[src/rtl/isa_trk_pkg.sv]
// Shared types and constants for the ISA pipeline tracker.
// PCs are stored at XLEN_MAX width so one stage type serves every XLEN build.
package isa_trk_pkg;

  localparam int XLEN_MAX = 64;

  localparam logic [XLEN_MAX-1:0] PC_INIT  = XLEN_MAX'(32'h0000_0200);
  localparam logic [31:0]         NOP_INSN = 32'h0000_0013;

  typedef struct packed {
    logic [XLEN_MAX-1:0] pc;
    logic [31:0]         insn;
    logic                valid;
  } stage_t;

  localparam stage_t STAGE_RST = '{pc: PC_INIT, insn: NOP_INSN, valid: 1'b0};

  // Priority: kill > stall > advance. A held stage keeps its own contents,
  // and the stage just behind the stall boundary takes a bubble.
  function automatic stage_t stage_next(input stage_t cur, input stage_t src,
                                        input logic hold, input logic bubble,
                                        input logic killed);
    stage_t n;
    n = hold ? cur : src;
    if (killed || bubble) n.valid = 1'b0;
    return n;
  endfunction

endpackage

[src/rtl/isa_shadow_rf.sv]
// Golden shadow register file: 31 x XLEN entries, x0 hard-wired to zero.
// Compiled only with ISA_SHADOW_RF_EN defined; reads return pre-write contents.
`ifdef ISA_SHADOW_RF_EN
module isa_shadow_rf #(
  parameter int XLEN = 32
) (
  input  logic            clk,
  input  logic            rst_n,
  input  logic            we,
  input  logic [4:0]      rd,
  input  logic [XLEN-1:0] wdata,
  input  logic [4:0]      rs1,
  input  logic [4:0]      rs2,
  output logic [XLEN-1:0] rdata1,
  output logic [XLEN-1:0] rdata2
);

  logic [XLEN-1:0] regs [31:1];

  always_ff @(posedge clk or negedge rst_n) begin
    if (!rst_n) begin
      for (int i = 1; i < 32; i++) regs[i] <= '0;
    end else if (we && (rd != 5'd0)) begin
      regs[rd] <= wdata;
    end
  end

  always_comb begin
    rdata1 = (rs1 == 5'd0) ? '0 : regs[rs1];
    rdata2 = (rs2 == 5'd0) ? '0 : regs[rs2];
  end

endmodule
`endif

[src/rtl/isa_pipe_tracker.sv]
// Pipeline follower shadowing PC/encoding/valid per stage and emitting retirement records.
// Define ISA_SHADOW_RF_EN to add the golden shadow register file and its rf_*/rs* ports.
module isa_pipe_tracker
  import isa_trk_pkg::*;
#(
  parameter int XLEN   = 32,
  parameter int STAGES = 5,
  parameter int FRONT  = 2,
  parameter int KILL   = 3,
  parameter int SEQ_W  = 16
) (
  input  logic                   clk,
  input  logic                   rst_n,
  input  logic [XLEN-1:0]        if_pc_i,
  input  logic [31:0]            if_insn_i,
  input  logic                   if_bubble_i,
  input  logic                   stall_i,
  input  logic                   flush_i,
  input  logic                   exc_i,
  output logic [STAGES-1:0]      stage_valid_o,
  output logic [STAGES*XLEN-1:0] stage_pc_o,
  output logic                   ret_valid_o,
  output logic [XLEN-1:0]        ret_pc_o,
  output logic [31:0]            ret_insn_o,
  output logic [SEQ_W-1:0]       ret_seq_o
`ifdef ISA_SHADOW_RF_EN
  ,
  input  logic                   rf_we_i,
  input  logic [4:0]             rf_rd_i,
  input  logic [XLEN-1:0]        rf_wdata_i,
  input  logic [4:0]             rs1_i,
  input  logic [4:0]             rs2_i,
  output logic [XLEN-1:0]        rs1_o,
  output logic [XLEN-1:0]        rs2_o
`endif
);

  stage_t st     [STAGES];
  stage_t st_nxt [STAGES];
  stage_t fetch;
  logic   kill;

  assign kill = flush_i | exc_i;

  // Fetch PCs are forced to word alignment on entry.
  always_comb begin
    fetch.pc    = XLEN_MAX'(if_pc_i & ~XLEN'(3));
    fetch.insn  = if_insn_i;
    fetch.valid = ~if_bubble_i;
  end

  always_comb begin
    st_nxt[0] = stage_next(st[0], fetch, stall_i, 1'b0, kill);
    for (int i = 1; i < STAGES; i++) begin
      st_nxt[i] = stage_next(st[i], st[i-1],
                             (i < FRONT) && stall_i,
                             (i == FRONT) && stall_i,
                             (i < KILL) && kill);
    end
  end

  always_ff @(posedge clk or negedge rst_n) begin
    if (!rst_n) begin
      for (int i = 0; i < STAGES; i++) st[i] <= STAGE_RST;
      ret_seq_o <= '0;
    end else begin
      for (int i = 0; i < STAGES; i++) st[i] <= st_nxt[i];
      if (st[STAGES-1].valid) ret_seq_o <= ret_seq_o + SEQ_W'(1);
    end
  end

  always_comb begin
    for (int i = 0; i < STAGES; i++) begin
      stage_valid_o[i]           = st[i].valid;
      stage_pc_o[i*XLEN +: XLEN] = st[i].pc[XLEN-1:0];
    end
    ret_valid_o = st[STAGES-1].valid;
    ret_pc_o    = st[STAGES-1].pc[XLEN-1:0];
    ret_insn_o  = st[STAGES-1].insn;
  end

  // PC bits above XLEN are always zero; fold them away explicitly.
  if (XLEN < XLEN_MAX) begin : g_pc_hi
    logic unused_pc_hi;
    always_comb begin
      unused_pc_hi = 1'b0;
      for (int i = 0; i < STAGES; i++) unused_pc_hi = unused_pc_hi | (|st[i].pc[XLEN_MAX-1:XLEN]);
    end
  end

`ifdef ISA_SHADOW_RF_EN
  isa_shadow_rf #(
    .XLEN (XLEN)
  ) u_shadow_rf (
    .clk    (clk),
    .rst_n  (rst_n),
    .we     (rf_we_i),
    .rd     (rf_rd_i),
    .wdata  (rf_wdata_i),
    .rs1    (rs1_i),
    .rs2    (rs2_i),
    .rdata1 (rs1_o),
    .rdata2 (rs2_o)
  );
`endif

endmodule

[config.mk]
export PLATFORM = sky130hd
export DESIGN_NAME = isa_pipe_tracker
export DESIGN_NICKNAME = d
export VERILOG_FILES = /design/src/rtl/isa_trk_pkg.sv /design/src/rtl/isa_shadow_rf.sv /design/src/rtl/isa_pipe_tracker.sv
export SDC_FILE = /design/constraint.sdc
export NUM_CORES = 1
export LEC_CHECK = 0
export BUFFER_PORTS_ARGS = -buffer_cell sky130_fd_sc_hd__buf_2
export CORE_MARGIN = 2
export CORE_UTILIZATION = 56
export CTS_CLUSTER_SIZE = 40
export DETAILED_ROUTE_END_ITERATION = 10
export PLACE_DENSITY = 0.81
export SYNTH_ARGS = -nofsm -noshare
export SYNTH_HDL_FRONTEND = slang
export SYNTH_HIERARCHICAL = 1
export SYNTH_SLANG_ARGS = --single-unit
[constraint.sdc]
create_clock -name clk -period 4.3 [get_ports clk]
set_input_delay 0.645 -clock clk [delete_from_list [all_inputs] [get_ports clk]]
set_output_delay 0.645 -clock clk [all_outputs]
set_load 0.03 [all_outputs]
# Yosys cells after proc, flatten, opt, wreduce, memory -nomap -nowiden
# Cells that the tools add are included.
# word_totals
regBits	331
in_bits	70
out_inout_bits	246
elab_cells	26
# op_classes
addsub	1
n_eq_ne	1
muxes	5
bitwise	2
n_reduce_logical	1
# ops
operator	n
adder 16 x 1 -> 16 bit, second input constant	1
2-to-1 mux 1 bit	5
inequality test 2 x 1 -> 1 bit, second input constant	1
logical OR 1 bit	1
inverter 1 bit	1
OR 1 bit	1

# Logic depth before layout (Yosys ltp)
# Gate-level depths: netlist of the first run.
# logic_depth
ltp_word	3
ltp_mapped	5
mapped_depth_nobuf	5

# Least setup slack after synthesis of the first run
# Ideal clock, no wire load.
# synth_timing
path_type	reg-to-reg
from	register, netlist name ret_valid_o
to	register ret_seq_o[15]
arrival_time_ns	1.496
slack_ns	2.672
path_stages_with_launch	5
n_path_buf	0
path_cell_list	dfrtp_1 > and3_4 > and3_4 > or3b_1 > xnor2_1
# synth_rtl
element	line_no	text
to (signal assigned)	isa_pipe_tracker.sv:68	if (st[STAGES-1].valid) ret_seq_o <= ret_seq_o + SEQ_W'(1);
to (decl)	isa_pipe_tracker.sv:25	output logic [SEQ_W-1:0] ret_seq_o

# Worst setup path in the final report of the first run
# layout_timing
from	register, netlist name stage_pc_o[9]
to	output port stage_pc_o[9]
# layout_rtl
element	line_no	text
to (decl)	isa_pipe_tracker.sv:21	output logic [STAGES*XLEN-1:0] stage_pc_o,
# No word-level cell between the ends.

==> results.md, run 1 <==
- Status: complete, no violations
- Clk_skew: between 10 and 15 ps
- Ys async rst share: 100%
- FP Rows: 53
- Starting Density: around 57%
- Placement Cell Area: around 12000 um2
- Crit-path max FO: 3
- Clock Path Buffers: 3
- WP data required: approximately 3700 ps
- Die area: roughly 22000 um2
- Root buffer cell: clkbuf_16
- Total Power: a little under 8 mW
- Grt ovf: 0
- Yosys reg bits: around 330
- Most frequent cells in the layout: 311 x dfrtp_1, 299 x buf_2, 125 x mux2_2, 34 x clkbuf_16, 20 x dfstp_2
- Clock Pin Slew Worst Setup and Hold Paths: around 60 ps
- Placed wire-length estimate: approximately 13 mm
- Clk sinks: approximately 330
- Final setup vio count: 0
- Final Hold Fails: 0
- # DRC: 0
- Syn avg cell area: about 16 um2
- Vias: 5401
- Largest net degree at the start of global routing: 120
- Max Cap Viol: 0
- Fmax: ~0.52 GHz
- CTS hold repair buffers: 0
- Post_cts resized: 0
- Initial antenna violation count: 2
- Slowest CP cell: dfstp_2
- Final period util: 44.4%
- Worst Path Buf+Inv: 1
- Family with the most delay on the worst path: flip-flops
- Crit path DAT: between 1000 and 1500 ps
- CTS tree: built
- Startpoint Class: flip-flop
- I/O pin count: 316
- Routed len/inst: between 15 and 20 um
- Final Max Slew Viols: 0
- Layout area overhead: 10.8%
- Core area: ~21000 um2
- Setup total negative slack: 0 ps
- DR vias/cell: between 4 and 5
- Worst path cell trace: buf_2
- Setup Buffers After CTS: 0
- Critical Path End Type: primary output
- Drt first pass iters: 3
- Commonest non-fill, non-tap cell in the layout: dfrtp_1
- Chip width: between 100 and 150 um
- EDFF count, synth: 0
- Netlist cell types: 23
- RSZ-0062 raised after global routing: no
- GRT Overall Usage: 17.1%
- DRT Wirelength: 19.3 mm
- IO Port Bufs: roughly 300
- Worst vdd ir: between 0.3 and 0.4 mV
- Proportion of layout cells with a drive suffix above 1: 57.1%
- Slew at the pin closest to its max-slew limit: ~850 ps
- Post-layout minimum cycle time: approximately 1900 ps
- Register area share after synthesis: approximately 70%
- Nets: 924
- H-tree depth: 2
- Vias in the first global route: between 5000 and 6000
- Top_reg_cell synth: dfrtp_1
- DR iter-0 viols: 200
- Slowest cell delay on critical path: 540 ps
- Pwr/cell area: 596 nW/um2
- Cts bufs inserted: 34
- Synth Instances: roughly 750
- Die height: approximately 150 um
- Cell area after layout: ~13000 um2
- Leakage: between 6 and 7 nW
- First-pass GRT wire length: 29.4 mm
- Clock Latency Late Sink: around 500 ps
- Max-slew headroom: 43.4%
- Cell area after synthesis: approximately 12000 um2
- WS Path Type: reg2out
- RePlAce Congestion: a little over 0.7
- Final ANT Viol Nets: 0
- YS warnings: 6
- Hold Path Class: in2async
sequential cells by signal (all words and copies together) (netlist names):
| name | count |
|---|---|
| ret_insn_o | 32 |
| ret_pc_o | 30 |
| ret_seq_o | 16 |
| ret_valid_o | 1 |
| st | 128 |
| stage_pc_o | 120 |
| stage_valid_o | 4 |
path summary, 6_finish.rpt:
path                               endpoint  slack (ps)  cells after the start          start
hold / removal                      st[201]         170                      1          rst_n
setup / recovery              stage_pc_o[9]        2390                      1  stage_pc_o[9]
min in group clk           stage_valid_o[0]         330                      2          exc_i
max in group asynchronous    stage_pc_o[20]        3010                      2          rst_n
hold reg to reg                     st[125]         340                      0        st[222]
setup reg to reg              ret_seq_o[15]        2810                      4    ret_valid_o
through the flow:
step	utilization (%)	std cells	setup slack, ps	hold slack [ps]
2_1_floorplan	-	756	2670	331
3_3_place_gp	57.5	1092	2040	332
3_5_place_dp	57.5	1092	2020	335
4_1_cts	62.7	1151	2340	196
5_1_grt	62.7	1151	2330	241
6_report	62.8	1153	2390	174
per-layer routing:
layer,routed length [um],global-route usage (%)
met3,1310,5.05
met1,7310,20.3
met4,511,7.95
met5,0,0
met2,10200,29.0
kinds of logic after synthesis:
| family | count (synthesis) | synth area share, % |
|---|---|---|
| AO/OA/AOI/OAI | 1 | 0.0423 |
| AND/OR/NAND/NOR | 26 | 1.32 |
| buffers and inverters | 244 | 15.2 |
| flip-flops | 331 | 70.2 |
| other | 1 | 0.0317 |
| adder cells (fa/ha/maj) | 1 | 0.106 |
| XOR/XNOR | 15 | 1.11 |
| multiplexers | 126 | 12.0 |
layout make-up:
| type | count | area, um2 |
|---|---|---|
| well taps | 275 | 344 |
| fillers | 1534 | 7780 |
| clock inverters | 8 | 136 |
| clock buffers | 51 | 965 |
| diodes | 2 | 5.00 |
| repair buffers | 304 | 1580 |
| inverters | 1 | 3.75 |
| flip-flops and latches | 331 | 8310 |
| multi-input cells | 181 | 1770 |
worst reg2reg max path, stage by stage, from the launching register on:
cell and delay (ps):
dfrtp_1 470, and3_4 230, and3_4 190, or3b_1 360, xnor2_1 130
Yosys cell counts, drive strengths merged, types with 2 or more instances:
cell type,instances,area (um2)
xor2,4,35.0
dfrtp,311,7780
nand3,2,10.0
nand4,4,25.0
dfstp,20,526
and3,5,46.3
nor3,2,10.0
nor2,4,15.0
buf,242,1780
mux2,125,1410
nand2,6,22.5
xnor2,11,96.3
power breakdown:
part           switching, mW  internal [mW]  total, mW
registers              0.196           3.54       3.74
clock network           1.12           1.74       2.86
logic                  0.866          0.345       1.21
(Power assumes the default switching activity.)
==> inputs of run 2 (changes only) <==
--- a/config.mk
+++ b/config.mk
@@ -7,10 +7,10 @@
 export LEC_CHECK = 0
 export BUFFER_PORTS_ARGS = -buffer_cell sky130_fd_sc_hd__buf_2
 export CORE_MARGIN = 2
-export CORE_UTILIZATION = 56
+export CORE_UTILIZATION = 47
 export CTS_CLUSTER_SIZE = 40
 export DETAILED_ROUTE_END_ITERATION = 10
-export PLACE_DENSITY = 0.81
+export PLACE_DENSITY = 0.72
 export SYNTH_ARGS = -nofsm -noshare
 export SYNTH_HDL_FRONTEND = slang
 export SYNTH_HIERARCHICAL = 1
==> constraint.sdc (replaced) <==
create_clock -name clk -period 1.65 [get_ports clk]
set_input_delay 0.2475 -clock clk [delete_from_list [all_inputs] [get_ports clk]]
set_output_delay 0.2475 -clock clk [all_outputs]
set_load 0.03 [all_outputs]
==> run 2 against run 1 <==
  * Final cell count up 12%
  * Utilization down 6.6 points
  * Critical path depth unchanged
  * Register-to-register slack worse by 2700 ps
  * Critical endpoint is now stage_pc_o[105]
  * Cell area up 6.9%
  * Sequential power rose to 2.6 times the previous value
  * Highest routed layer unchanged
  * Non-clock buffer count up 83
  * Largest power group unchanged
  * Global-route usage down 1.9 points
  * Combinational power rose to 2.7 times the previous value
  * Flip-flop and latch count unchanged
  * Sequential share of layout area down 4.1 points
==> results.md, run 2 (synthesis gave the netlist of run 1 again) <==
- Status: complete, no violations
- First-pass GRT wire length: between 30 and 40 mm
- Pwr/cell area: around 1500 nW/um2
- GRT Overall Usage: between 10% and 20%
- Worst Path Buf+Inv: 1
- Layout area overhead: 18.5%
- Die height: roughly 160 um
- Worst vdd ir: roughly 1 mV
- Family with the most delay on the worst path: flip-flops
- DRT Wirelength: approximately 20 mm
- IO Port Bufs: 301
- Commonest non-fill, non-tap cell in the layout: dfrtp_1
- Placed wire-length estimate: between 10 and 15 mm
- Leakage: approximately 6.7 nW
- Clock Path Buffers: 3
- Setup total negative slack: 0 ps
- Fmax: around 0.66 GHz
- Chip width: about 160 um
- Critical Path End Type: primary output
- WS Path Type: reg2out
- Slowest cell delay on critical path: between 500 and 600 ps
- Proportion of layout cells with a drive suffix above 1: roughly 55%
- Startpoint Class: flip-flop
- Biggest register: st
- Worst path cell trace: buf_2
- Clk sinks: 331
- H-tree depth: 2
- Starting Density: 47.4%
- RSZ-0062 raised after global routing: no
- Post-layout minimum cycle time: between 1500 and 2000 ps
- Final period util: between 90% and 100%
- Slowest CP cell: dfstp_2
- Initial antenna violation count: 0
- Clk_skew: slightly above 9 ps
- Hold Path Class: in2reg
- Root buffer cell: clkbuf_16
- Die area: roughly 26000 um2
- Most frequent cells in the layout: 311 x dfrtp_1, 299 x buf_2, 125 x mux2_2, 65 x dlygate4sd3_1, 34 x clkbuf_16
- Max Cap Viol: 0
- Vias: between 5000 and 6000
- ANT cells: 0
- Crit-path max FO: 2
- Largest net degree at the start of global routing: 80
- Clock Pin Slew Worst Setup and Hold Paths: 60 ps
- Multi-input gate area: 1770 um2
- Grt ovf: 0
- RePlAce Congestion: 0.723
- # DRC: 0
- WP data required: between 1000 and 1500 ps
- Largest register FFs: between 100 and 150
- I/O pin count: about 320
- Final ANT Viol Nets: 0
- Drt first pass iters: 4
- Cts bufs inserted: 34
- FP Rows: 58
- Crit path DAT: ~1300 ps
- CTS tree: built
- DR iter-0 viols: 299
- Vias in the first global route: around 5900
- Fillcell total: around 2000
- Final setup vio count: 0
- Final Hold Fails: 0
- Routed len/inst: 15.5 um
- Setup WS post-layout: roughly 130 ps
- DR vias/cell: ~4.4
- Clock Latency Late Sink: around 500 ps
- Register area: ~8300 um2
- Core area: 25000 um2
- Nets: between 1000 and 1500
- Final Max Slew Viols: 0
- Pre-CTS setup slack: ~160 ps
## run 2: changes by cell type in the layout (fill, tap and decap cells not counted), moves of 3 or more
cell / previous run / this run
dlygate4sd3_1: 0 / 65
buf_4: 1 / 15
clkinv_2: 1 / 10
clkbuf_1: 12 / 5
buf_12: 3 / 7
clkbuf_8: 5 / 8
## run 2: path summary, 6_finish.rpt
path / from / slack (ps) / cells after the start / end
setup / recovery: stage_pc_o[105] / 130 / 1 / stage_pc_o[105]
min in group asynchronous: rst_n / 180 / 2 / st[403]
setup reg to reg: ret_seq_o[0] / 160 / 5 / ret_seq_o[12]
hold reg to reg: st[100] / 340 / 0 / ret_insn_o[2]
max in group asynchronous: rst_n / 720 / 4 / ret_pc_o[26]
hold / removal: if_pc_i[12] / 30 / 2 / stage_pc_o[12]
## run 2: where the power goes
part	switching [mW]	leakage (nW)	internal [mW]
logic	2.27	2.29	1.04
clock network	3.02	0.556	4.34
registers	0.508	3.90	9.23
## run 2: final cells by class
| cell class | count | share of cell area [%] |
|---|---|---|
| well taps | 330 | 2.95 |
| multi-input cells | 181 | 12.6 |
| repair buffers | 387 | 17.2 |
| clock inverters | 15 | 0.875 |
| clock buffers | 47 | 6.99 |
| inverters | 1 | 0.0268 |
| flip-flops and latches | 331 | 59.3 |
## run 2: metrics by stage
stage          cell area (um2)  power [mW]  utilization, %  hold slack, ps  instances
2_1_floorplan            11900        12.9               -           -48.1        756
3_3_place_gp             12300        13.0            49.1             119       1165
3_5_place_dp             12300        13.1            49.1             121       1165
4_1_cts                  14000        20.7            56.1            1.86       1292
5_1_grt                  14000        21.3            56.1            9.61       1292
6_report                 14000        20.4            56.1            25.6       1292
## run 2: metal layers
layer  wire length (um)  GRT usage [%]
met1               7600           18.2
met2              10500           26.8
met3               1300           3.62
met4                612           6.03
met5                  0              0
## run 2: repair_timing
item	in CTS	in global routing
hold buffers	65	0
buffers inserted	0	0
hold endpoints to repair	283	0
resized for setup	0	0
